## src/rtl/apb_master_pkg.sv

```systemverilog
// Shared types and constants for the APB initiator bridge.
package apb_master_pkg;

    typedef enum logic [1:0] {
        IDLE   = 2'd0,
        SETUP  = 2'd1,
        ACCESS = 2'd2,
        MISS   = 2'd3
    } apb_mstate_t;

    localparam logic [31:0] APB_BAD_DATA = 32'hBAD1_BAD1;

endpackage

```

## src/rtl/apb_addr_decode.sv

```systemverilog
// Combinational address decode: window match against BASE_ADDR plus slave index and one-hot select.
module apb_addr_decode #(
    parameter int          NUM_SLAVES = 4,
    parameter int          SEL_LSB    = 12,
    parameter logic [31:0] BASE_ADDR  = 32'h8000_0000,
    parameter int          IDX_W      = 2
) (
    input  logic [31-SEL_LSB:0]  addr_hi_i,
    output logic                 hit_o,
    output logic [IDX_W-1:0]     idx_o,
    output logic [NUM_SLAVES-1:0] sel_o
);

    logic             win_match;
    logic             in_range;
    logic [IDX_W-1:0] idx;

    // addr_hi_i carries only PADDR[31:SEL_LSB]; slaves decode the bits below.
    assign idx       = addr_hi_i[IDX_W-1:0];
    assign win_match = (addr_hi_i[31-SEL_LSB:IDX_W] == BASE_ADDR[31:SEL_LSB+IDX_W]);
    assign in_range  = ({{(32-IDX_W){1'b0}}, idx} < 32'(NUM_SLAVES));

    assign hit_o = win_match && in_range;
    assign idx_o = idx;
    assign sel_o = hit_o ? (NUM_SLAVES'(1) << idx) : '0;

endmodule

```

## src/rtl/apb_master_bridge.sv

```systemverilog
// APB initiator: converts a valid/ready request port into SETUP/ACCESS transfers with
// wait-state handling, decode-miss and timeout error responses.
module apb_master_bridge
    import apb_master_pkg::*;
#(
    parameter int          NUM_SLAVES     = 4,
    parameter int          SEL_LSB        = 12,
    parameter logic [31:0] BASE_ADDR      = 32'h8000_0000,
    parameter int          TIMEOUT_CYCLES = 16
) (
    input  logic                       clk,
    input  logic                       rst,
    // Request: transferred on a cycle with req_valid && req_ready; payload is
    // captured on that edge and may change freely afterwards.
    input  logic                       req_valid,
    output logic                       req_ready,
    input  logic                       req_write,
    input  logic [31:0]                req_addr,
    input  logic [31:0]                req_wdata,
    output logic                       rsp_valid,
    output logic [31:0]                rsp_rdata,
    output logic                       rsp_err,
    output logic [31:0]                PADDR,
    output logic [31:0]                PWDATA,
    output logic                       PWRITE,
    output logic [NUM_SLAVES-1:0]      PSEL,
    output logic                       PENABLE,
    input  logic [NUM_SLAVES-1:0][31:0] PRDATA,
    input  logic [NUM_SLAVES-1:0]      PREADY,
    input  logic [NUM_SLAVES-1:0]      pslverr,
    output logic [1:0]                 dbg_state_o
);

    localparam int IDX_W = (NUM_SLAVES > 1) ? $clog2(NUM_SLAVES) : 1;
    localparam int CNT_W = $clog2(TIMEOUT_CYCLES + 1);

    apb_mstate_t state_q, state_d;

    logic [31:0]           paddr_q,    paddr_d;
    logic [31:0]           pwdata_q,   pwdata_d;
    logic                  pwrite_q,   pwrite_d;
    logic [IDX_W-1:0]      idx_q,      idx_d;
    logic [NUM_SLAVES-1:0] sel_q,      sel_d;
    logic [CNT_W-1:0]      wait_cnt_q, wait_cnt_d;
    logic                  rsp_valid_q, rsp_valid_d;
    logic [31:0]           rsp_rdata_q, rsp_rdata_d;
    logic                  rsp_err_q,   rsp_err_d;

    logic                  dec_hit;
    logic [IDX_W-1:0]      dec_idx;
    logic [NUM_SLAVES-1:0] dec_sel;
    logic                  accept;
    logic                  access_done;
    logic                  access_expire;

    apb_addr_decode #(
        .NUM_SLAVES (NUM_SLAVES),
        .SEL_LSB    (SEL_LSB),
        .BASE_ADDR  (BASE_ADDR),
        .IDX_W      (IDX_W)
    ) u_decode (
        .addr_hi_i (req_addr[31:SEL_LSB]),
        .hit_o     (dec_hit),
        .idx_o     (dec_idx),
        .sel_o     (dec_sel)
    );

    assign accept        = req_valid && req_ready;
    assign access_done   = (state_q == ACCESS) && PREADY[idx_q];
    // The TIMEOUT_CYCLES-th low-PREADY cycle is the last one tolerated.
    assign access_expire = (state_q == ACCESS) && !PREADY[idx_q] &&
                           (wait_cnt_q == CNT_W'(TIMEOUT_CYCLES - 1));

    always_ff @(posedge clk) begin
        if (rst) begin
            state_q <= IDLE;
        end else begin
            state_q <= state_d;
        end
    end

    always_comb begin
        state_d = state_q;
        case (state_q)
            IDLE:    if (accept) state_d = dec_hit ? SETUP : MISS;
            SETUP:   state_d = ACCESS;
            ACCESS:  if (access_done || access_expire) state_d = IDLE;
            MISS:    state_d = IDLE;
            default: state_d = IDLE;
        endcase
    end

    always_comb begin
        req_ready   = (state_q == IDLE) && !rst;
        PSEL        = ((state_q == SETUP) || (state_q == ACCESS)) ? sel_q : '0;
        PENABLE     = (state_q == ACCESS);
        dbg_state_o = state_q;
    end

    always_comb begin
        paddr_d     = paddr_q;
        pwdata_d    = pwdata_q;
        pwrite_d    = pwrite_q;
        idx_d       = idx_q;
        sel_d       = sel_q;
        wait_cnt_d  = wait_cnt_q;
        rsp_valid_d = 1'b0;
        rsp_rdata_d = rsp_rdata_q;
        rsp_err_d   = rsp_err_q;

        if (accept) begin
            paddr_d    = req_addr;
            pwdata_d   = req_wdata;
            pwrite_d   = req_write;
            idx_d      = dec_idx;
            sel_d      = dec_sel;
            wait_cnt_d = '0;
        end

        if ((state_q == ACCESS) && !PREADY[idx_q]) begin
            wait_cnt_d = wait_cnt_q + 1'b1;
        end

        if (access_done) begin
            rsp_valid_d = 1'b1;
            rsp_rdata_d = pwrite_q ? 32'h0 : PRDATA[idx_q];
            rsp_err_d   = pslverr[idx_q];
        end else if (access_expire || (state_q == MISS)) begin
            rsp_valid_d = 1'b1;
            rsp_rdata_d = APB_BAD_DATA;
            rsp_err_d   = 1'b1;
        end
    end

    always_ff @(posedge clk) begin
        if (rst) begin
            paddr_q     <= '0;
            pwdata_q    <= '0;
            pwrite_q    <= 1'b0;
            idx_q       <= '0;
            sel_q       <= '0;
            wait_cnt_q  <= '0;
            rsp_valid_q <= 1'b0;
            rsp_rdata_q <= '0;
            rsp_err_q   <= 1'b0;
        end else begin
            paddr_q     <= paddr_d;
            pwdata_q    <= pwdata_d;
            pwrite_q    <= pwrite_d;
            idx_q       <= idx_d;
            sel_q       <= sel_d;
            wait_cnt_q  <= wait_cnt_d;
            rsp_valid_q <= rsp_valid_d;
            rsp_rdata_q <= rsp_rdata_d;
            rsp_err_q   <= rsp_err_d;
        end
    end

    assign PADDR     = paddr_q;
    assign PWDATA    = pwdata_q;
    assign PWRITE    = pwrite_q;
    assign rsp_valid = rsp_valid_q;
    assign rsp_rdata = rsp_rdata_q;
    assign rsp_err   = rsp_err_q;

endmodule

```

## config.mk

```make
export PLATFORM = sky130hd
export DESIGN_NAME = apb_master_bridge
export DESIGN_NICKNAME = d
export VERILOG_FILES = /design/src/rtl/apb_master_pkg.sv /design/src/rtl/apb_addr_decode.sv /design/src/rtl/apb_master_bridge.sv
export SDC_FILE = /design/constraint.sdc
export NUM_CORES = 1
export LEC_CHECK = 0
export ABC_CLOCK_PERIOD_IN_PS = 1700
export CELL_PAD_IN_SITES_DETAIL_PLACEMENT = 0
export CELL_PAD_IN_SITES_GLOBAL_PLACEMENT = 1
export CORE_ASPECT_RATIO = 1.4
export CORE_MARGIN = 2
export CORE_UTILIZATION = 23
export CTS_CLUSTER_DIAMETER = 120
export DETAILED_ROUTE_END_ITERATION = 10
export PLACE_DENSITY = 0.81
export REMOVE_ABC_BUFFERS = 1
export SYNTH_ARGS = -nofsm -noshare
export SYNTH_HDL_FRONTEND = slang
export SYNTH_SLANG_ARGS = --single-unit
```

## constraint.sdc

```tcl
create_clock -name clk -period 1.7 [get_ports clk]
set_input_delay 0.34 -clock clk [delete_from_list [all_inputs] [get_ports clk]]
set_output_delay 0.34 -clock clk [all_outputs]
set_load 0.01 [all_outputs]
```

# Word level (Yosys, flattened, before mapping)
# Index checks and enable logic that the tools add are counted.
dict set report op_classes {
  add_sub_neg 1
  magnitude_cmp 1
  n_eq_ne 7
  shifts 1
  n_mux 21
  reduce_logical 14
}
# op n
set ops {}
lappend ops {{$mux W32} 4}
lappend ops {{$bmux W32 S2} 1}
lappend ops {{$eq A18 B18 Y1 const B} 1}
lappend ops {{$mux W5} 2}
lappend ops {{$mux W4} 2}
lappend ops {{$pmux W2 S4} 1}
lappend ops {{$mux W1} 6}
lappend ops {{$mux W2} 3}
lappend ops {{$add A5 B1 Y5 const B} 1}
lappend ops {{$eq A5 B4 Y1 const B} 1}
lappend ops {{$logic_and A1 B1 Y1} 5}
lappend ops {{$bmux W1 S2} 2}
lappend ops {{$eq A2 B2 Y1 const B} 2}
lappend ops {{$reduce_bool A2 Y1} 2}
lappend ops {{$shl A1 B2 Y4 const A} 1}
lappend ops {{$logic_or A1 B1 Y1} 3}
lappend ops {{$lt A2 B3 Y1 const B} 1}
lappend ops {{$eq A2 B1 Y1 const B} 1}
lappend ops {{$logic_not A1 Y1} 2}
lappend ops {{$logic_not A2 Y1} 1}
lappend ops {{$ne A2 B1 Y1 const B} 1}
lappend ops {{$ne A2 B2 Y1 const B} 1}
lappend ops {{$reduce_and A2 Y1} 1}
dict set report totals {
  reg_bits 112
  output_inout_bits 107
}

# Logic depth before layout (Yosys ltp)
# Gate-level depths: netlist of run 1.
dict set report depth {
  depth_word 8
  depth_mapped 8
  ltp_nobuf 7
}

# Cells and area by module
# Synthesis of run 1 repeated with hierarchy kept, for this count alone.
dict set report unflattened {
  hier_cells 582
  area_unflattened_um2 5492.8
}
# mod instances cells_per_inst area_per_inst_um2 seq_area_each_um2
set modules_own_cells {}
lappend modules_own_cells {apb_master_bridge 1 567 5377.7 2242.2}
lappend modules_own_cells {apb_addr_decode 1 15 115.1 0.0}

# Worst setup path before layout of run 1
# OpenSTA, ideal clock, no wires.
dict set report synth_path {
  path_kind {flip-flop to flip-flop}
  start {reg wait_cnt_q[0]}
  end {reg rsp_rdata_q[10], in the netlist rsp_rdata[10]}
  setup_ns 0.059
  arrival_ns 1.774
  required_time_ns 1.641
  setup_slack_ns -0.133
  path_stages_with_launch 9
  path_buffers 1
  cell_sequence {dfxtp_1 ha_1 and3_1 ha_1 nor3b_1 a221oi_2 nor2_1 buf_2 a22o_1}
}
dict set report synth_via {
  elab_chain_len 4
}
# item line_no
set synth_lines {}
lappend synth_lines {{from (decl)} apb_master_bridge.sv:44} ;# logic [CNT_W-1:0] wait_cnt_q, wait_cnt_d;
lappend synth_lines {{from (signal assigned)} apb_master_bridge.sv:152} ;# wait_cnt_q <= wait_cnt_d;
lappend synth_lines {{$eq A5 B4 Y1} apb_master_bridge.sv:72} ;# (wait_cnt_q == CNT_W'(TIMEOUT_CYCLES - 1));
lappend synth_lines {{$logic_and A1 B1 Y1} apb_master_bridge.sv:71} ;# assign access_expire = (state_q == ACCESS) && !PREADY[idx_q] &&
lappend synth_lines {{$logic_or A1 B1 Y1} apb_master_bridge.sv:128} ;# end else if (access_expire || (state_q == MISS)) begin
lappend synth_lines {{$reduce_bool A2 Y1 (no line)} --}
lappend synth_lines {{to (signal assigned)} apb_master_bridge.sv:154} ;# rsp_rdata_q <= rsp_rdata_d;
lappend synth_lines {{to (decl)} apb_master_bridge.sv:46} ;# logic [31:0] rsp_rdata_q, rsp_rdata_d;
# Every way passes these cells.
# A chain may end at the register's enable or synchronous reset.

# Worst setup path in the final report of run 1
dict set report layout_path {
  start {reg wait_cnt_q[0]}
  end {reg rsp_rdata_q[27], in the netlist rsp_rdata[27]}
}
# Same word-level chain as after synthesis.

==> results of run 1 <==
[worst max-delay path by stage]
stage,cells past startpoint,to,slack (ps),startpoint
after floorplan,4,rsp_rdata[10],-1820,PADDR[12]
after global placement,7,rsp_rdata[3],-500,wait_cnt_q[0]
after detailed placement,6,sel_q[3],-530,req_addr[14]
after CTS,9,rsp_rdata[14],-70,wait_cnt_q[0]
after global routing,9,rsp_rdata[22],-170,wait_cnt_q[1]
final,9,rsp_rdata[27],-100,wait_cnt_q[0]
[per-layer routing]
metal,up-vias,global-route usage [%],wire [um]
met5,-,0,0
met4,0,6.09,515
met3,26,5.55,1720
met2,225,26.9,8920
met1,2406,16.8,6980
li1,2502,-,-
[state kept, by name, summed over array words and instances, names as in the netlist]
signal and count:
PWRITE 1, PADDR 32, rsp_valid 1, dbg_state_o 2, rsp_err 1, PWDATA 32
wait_cnt_q 5, rsp_rdata 32, sel_q 4
[power by group]
group          internal (W)  switching, W
clock               0.00116       0.00104
combinational       0.00207       0.00165
sequential          0.00306      0.000257
[cell families (layout without fill, tap and decap cells)]
logic type	count (synthesis)	in the layout	share of synthesized area [%]
adders and majority gates	7	7	1.79
and+or+nand+nor	274	274	25.1
DFF	110	110	45.0
other	0	1	0
buffers and inverters	49	379	4.50
AOI/OAI and AO/OA	51	51	7.34
muxes	37	37	16.3
[layout by cell type, fill, tap and decap left out, types with 2 or more instances in the layout]
| cell | n |
|---|---|
| nand3b_1 | 3 |
| nand3_1 | 70 |
| nor2_1 | 25 |
| clkbuf_16 | 10 |
| dlygate4sd2_1 | 5 |
| clkinvlp_4 | 2 |
| inv_1 | 3 |
| ha_1 | 4 |
| buf_12 | 5 |
| and2_1 | 2 |
| mux2i_1 | 3 |
| and2_4 | 4 |
| dfxtp_4 | 4 |
| nor3_4 | 2 |
| dlymetal6s2s_1 | 3 |
| o21ai_0 | 4 |
| a21oi_1 | 22 |
| ha_4 | 3 |
| clkdlybuf4s50_1 | 296 |
| or3_1 | 2 |
| buf_6 | 7 |
| nand2_1 | 130 |
| nor3_2 | 3 |
| nor2_2 | 2 |
| dfxtp_2 | 2 |
| buf_4 | 36 |
| inv_2 | 2 |
| mux4_2 | 34 |
| dfxtp_1 | 104 |
| or4_1 | 2 |
| clkinv_4 | 2 |
| a22o_1 | 14 |
| nand4b_1 | 2 |
| nor3_1 | 18 |
[metrics by stage]
step / worst slack (ps) / utilization (%) / power [W] / cells / hold slack (ps)
6_report: -97.0 / 42.9 / 0.00923 / 1119 / 218
5_1_grt: -171 / 42.9 / 0.00979 / 1119 / 238
4_1_cts: -71.0 / 42.5 / 0.00927 / 1115 / 457
3_5_place_dp: -532 / 40.2 / 0.00687 / 1094 / 445
3_3_place_gp: -505 / 40.2 / 0.00684 / 1094 / 440
2_1_floorplan: -1820 / - / 0.00480 / 486 / 409
[final cells by class]
cell class,instances,area share (%)
timing repair buffer,356,39.3
multi-input combinational,369,28.9
sequential,110,24.6
tap,260,3.60
clock buffer,10,2.54
clock inverter,6,0.790
inverter,7,0.319
antenna,1,0.0277
[critical path: cells and delay by family (launching register included)]
family	cells	cell delay (ps)
compound gates	1	310
buf+inv	2	360
simple gates	4	420
flops	1	360
fa+ha+maj	2	270
[what timing repair did]
item / 4_1_cts / 5_1_grt
setup endpoints to repair: 51 / 42
pin swaps: 14 / 26
cloned: 0 / 2
gates resized for setup: 68 / 16
buffers inserted: 6 / 2
hold buffers: 0 / 0
==> metrics.cfg, run 1 <==
[clock_tree]
cts-root-buf=clkbuf_16
htree_levels=3
cts_buffers=9
clkLatencyLatePin_ps=360
cts_buffer_depth=2
cts.sinks=110
cts_tree=yes
clkTransAtPathRegs_ps=80

[worst_setup_path]
crit_type=reg2reg
path_common_cell=ha_4
reg2reg_from=wait_cnt_q[0]
cp-start-kind=register
critPathMaxFanout=5
endpoint_kind=register
critPathRequiredTime_ps=1980
reg2reg_depth=9
rrSetupSlack_ps=-100
rr_endpoint=rsp_rdata[27]
slowest_stage=dfxtp_2
worstPathCellList=ha_4 > and3_4 > ha_4 > nor3_2 > a221oi_2 > buf_4 > clkbuf_16 > nor2_1 > nor3_1
cp_data_arrival_time_ps=2080
cp_slowest_stage_delay_ps=360

[sta]
final.setup_skew_ps=8.38
min_period_ps=1800
max_freq_mhz=556
hold_viol_final=0
finalSetupTns_ps=-2240
rsz0062_at_grt=yes
tightestPinTransition_ps=576
slew_headroom_pct=61.4
setup_slack_ps=-97.0
setup_viol=36
maxSlewViolCount=0
period_share_pct=106

[global_route]
grt_overflow_total=0
antenna_found_initial=1
grt_max_degree=59
grt_pass1_vias=5275
grt_pass1_wl_um=27400
grt_use_total_pct=15.4

[logic_synthesis]
ys_warn_count=0
synthTopCellsByCount=nand2_1 (130), dfxtp_1 (110), nand3_1 (71), mux4_2 (34), nor2_1 (28)
ys_seq_area_share_pct=45.0
synth-edff-count=0
postSynthAreaPerCell_sq_um=9.27
ys_seq_elements=110
yosys.area.top_type=dfxtp_1
synthFlopType=dfxtp_1
ys_types=42
synth_cells=528
synth.most_common_cell=nand2_1
async_flop_share_pct=0
synth_area_sq_um=4890
synthTopCellsByArea=dfxtp_1 (45%), mux4_2 (16%), nand2_1 (10%), nand3_1 (7.3%), a22o_1 (2.5%)
synth.top_cell.area_share_pct=45.0

[final_layout]
regArea_sq_um=2220
final_nets=1064
drive_gt1_share_pct=15.9
nFillCells=2089
syn_to_final_growth_pct=84.4
fin_area_sq_um=9030
multi_input_area_sq_um=2610

[drt]
drc=0
drtIter0Drc=224
vias=5159
routed_wl_um=18100
vias_per_cell=4.61
wl_per_cell_um=16.2
postRouteAntennaNets=0
drt_pass1_iterations=4

[floorplanning]
fp.dieH_um=177
dieArea_sq_um=22500
num_rows=63
core_area_sq_um=21000
top_level_ports=311
start_util_pct=23.3
die_w_um=127

[flow_run]
cap_violations=0

[run_status]
run_status=finished with violations
violations=setup timing

[power_and_ir_drop]
p_leak_nw=3.58
peakVddDrop_mv=0.496
power_density_nw_per_um2=1020

[worst_hold_path]
hold_end=PADDR[31]
hold_start=req_addr[31]
hold-path-cell-count=3
hold_path_class=in2reg

[placement]
place_hpwl_um=13500
place_congestion=0.793
place_area_sq_um=8460
io_buffers=310

(Power assumes the default switching activity.)
==> inputs of run 2 (changes only) <==
CORE_MARGIN = 5   (was 2)
==> run 2 against run 1 <==
Against the previous run: the flow still finishes with violations (setup timing); sequential share of layout area decreased by 0.93 points; critical path depth did not move; via count is 1.5% higher; worst setup slack worse by 82 ps; first-iteration DRC count fell by 19%; clock skew decreased by 1.6 ps; non-clock buffer count increased by 16; hold slack improved by 230 ps.
==> metrics.cfg, run 2 (synthesis results as in run 1) <==
[worst_setup_path]
cp_slowest_stage_delay_ps=370  ; was 360 ps
worstPathCellList=ha_4 > and3_4 > ha_4 > nor3_4 > a221oi_4 > buf_6 > nor2_4 > buf_6 > a22o_1  ; was ha_4 > and3_4 > ha_4 > nor3_2 > a221oi_2 > buf_4 > clkbuf_16 > nor2_1 > nor3_1
endpoint_kind=register  ; unchanged
cp_data_arrival_time_ps=2130  ; was 2080 ps
critPathRequiredTime_ps=1950  ; was 1980 ps
crit_type=reg2reg  ; unchanged
critPathMaxFanout=6  ; was 5
cp-start-kind=register  ; unchanged
cp_num_buf_inv=2  ; unchanged
critical-path-top-delay-family=compound AO/OA/AOI/OAI gates  ; was simple AND/OR/NAND/NOR gates
slowest_stage=dfxtp_2  ; unchanged

[global_route]
grt_overflow_total=0  ; unchanged
grt_pass1_vias=5287  ; was 5,275
grt_max_degree=59  ; unchanged
grt_pass1_wl_um=29800  ; was 27,400 um
grt_use_total_pct=15.5  ; was 15.4%
antenna_found_initial=1  ; unchanged

[floorplanning]
dieArea_sq_um=24300  ; was 22,500 sq um
start_util_pct=23.3  ; unchanged
top_level_ports=311  ; unchanged
core_area_sq_um=21000  ; unchanged
die_w_um=133  ; was 127 um
fp.dieH_um=183  ; was 177 um
num_rows=63  ; unchanged

[final_layout]
final_core_util_pct=44.6  ; was 42.9%
num_antenna_cells=0  ; was 1
fin_area_sq_um=9380  ; was 9030 sq um
mostFrequentLayoutCells=clkdlybuf4s50_1 (297), nand2_1 (130), dfxtp_1 (103)  ; was clkdlybuf4s50_1 (296), nand2_1 (130), dfxtp_1 (104)
nFillCells=2045  ; was 2,089
drive_gt1_share_pct=20.2  ; was 15.9%
syn_to_final_growth_pct=91.6  ; was 84.4%
final_cells=1133  ; was 1,119
final_nets=1080  ; was 1,064
final_common_cell=clkdlybuf4s50_1  ; unchanged

[clock_tree]
cts-root-buf=clkbuf_16  ; unchanged
postCtsHoldBufs=0  ; unchanged
cts_tree=yes  ; unchanged
cts_buffers=9  ; unchanged
cts.sinks=110  ; unchanged
clkTransAtPathRegs_ps=80  ; about the same
clkLatencyLatePin_ps=350  ; was 360 ps
htree_levels=3  ; unchanged
cts_buffer_depth=2  ; unchanged

[placement]
place_ws_ps=-576  ; was -532 ps
place_congestion=0.811  ; was 0.793
dp.cells=1102  ; was 1,094
place_area_sq_um=8540  ; was 8460 sq um
place_hpwl_um=14800  ; was 13,500 um
io_buffers=310  ; unchanged

[drt]
drtIter0Drc=181  ; was 224
wl_per_cell_um=17.6  ; was 16.2 um
postRouteAntennaNets=0  ; unchanged
vias_per_cell=4.62  ; was 4.61
drt_pass1_iterations=4  ; unchanged
routed_wl_um=19900  ; was 18,100 um
drc=0  ; unchanged
vias=5237  ; was 5,159

[power_and_ir_drop]
power_density_nw_per_um2=1040  ; was 1020 nW/um^2
p_int_w=0.00663  ; was 0.00629 W
seq_power_share_pct=34.3  ; was 35.9%
p_leak_nw=3.75  ; was 3.58 nW
swShare_pct=32.2  ; was 31.9%
peakVddDrop_mv=0.619  ; was 0.496 mV
p_comb_share_pct=41.8  ; was 40.3%
p_sw_w=0.00315  ; was 0.00294 W
clkPwrFrac_pct=23.9  ; was 23.8%

[run_status]
violations=setup timing  ; unchanged
run_status=finished with violations  ; unchanged

[sta]
finalSetupTns_ps=-4300  ; was -2240 ps
rsz0062_at_grt=yes  ; unchanged
hold_viol_final=0  ; unchanged
final.setup_skew_ps=6.74  ; was 8.38 ps
period_share_pct=111  ; was 106%
maxSlewViolCount=0  ; unchanged
setup_viol=39  ; was 36
min_period_ps=1880  ; was 1800 ps
setup_slack_ps=-179  ; was -97.0 ps
slew_headroom_pct=61.0  ; was 61.4%
tightestPinTransition_ps=584  ; was 576 ps
max_freq_mhz=532  ; was 556 MHz

[worst_hold_path]
hold_path_class=reg2reg  ; was in2reg

[flow_run]
cap_violations=0  ; unchanged

-- run 2: changes by cell type in the layout (fill, tap and decap cells not counted), moves of 4 or more --
cell / before / now
nor2_4: 1 / 10
nor2_2: 2 / 6
buf_4: 36 / 41
buf_6: 7 / 15
nor2_1: 25 / 12
nor3_1: 18 / 11
nor3_2: 3 / 9
-- run 2: repair_timing --
item / 4_1_cts / 5_1_grt
setup buffers: 8 / 4
pin swaps: 27 / 17
gates cloned: 3 / 1
endpoints found under the setup margin: 52 / 47
resized for setup: 83 / 49
-- run 2: final cells by class --
cell class,count,area (sq um),share of cell area (%)
sequential,110,2220,23.7
timing repair buffer,372,3740,39.9
inverter,7,28.8,0.307
clock inverter,6,93.8,1.00
tap,260,325,3.47
multi-input combinational,369,2740,29.3
clock buffer,9,225,2.40
-- run 2: worst paths after layout --
check | startpoint | to | slack, ps | cells after the start
setup / recovery | wait_cnt_q[1] | rsp_rdata[24] | -180 | 9
hold / removal | PWDATA[14] | PWDATA[14] | 450 | 2
setup reg to reg | wait_cnt_q[1] | rsp_rdata[24] | -180 | 9
hold reg to reg | PWDATA[14] | PWDATA[14] | 450 | 2
-- run 2: routing by layer --
metal / global-route usage (%) / part of all wire, % / vias up
met5: 0 / 0.065 / -
met3: 5.87 / 8.9 / 19
met2: 27.4 / 50 / 219
met4: 3.71 / 1.4 / 2
li1: - / - / 2537
met1: 17.6 / 39 / 2460
-- run 2: worst register-to-register path, delay by kind of cell, from the launching register on --
| family | cells | cell delay, ps |
|---|---|---|
| simple gates | 3 | 290 |
| compound gates | 2 | 540 |
| fa+ha+maj | 2 | 310 |
| buf+inv | 2 | 290 |
| flops | 1 | 370 |
-- run 2: per-stage QoR --
step	hold slack, ps	total power, W
final	452	0.00978
after global routing	471	0.0103
after CTS	447	0.00965
after detailed placement	444	0.00696
after global placement	440	0.00692
after floorplan	409	0.00480
-- run 2: power groups by stage --
stage          clock network, W  registers, W  logic, W
5_1_grt                 0.00252       0.00341   0.00442
4_1_cts                 0.00244       0.00332   0.00389
2_1_floorplan                 0       0.00361   0.00119
3_5_place_dp                  0       0.00336   0.00360
6_report                0.00233       0.00335   0.00409
3_3_place_gp                  0       0.00334   0.00357
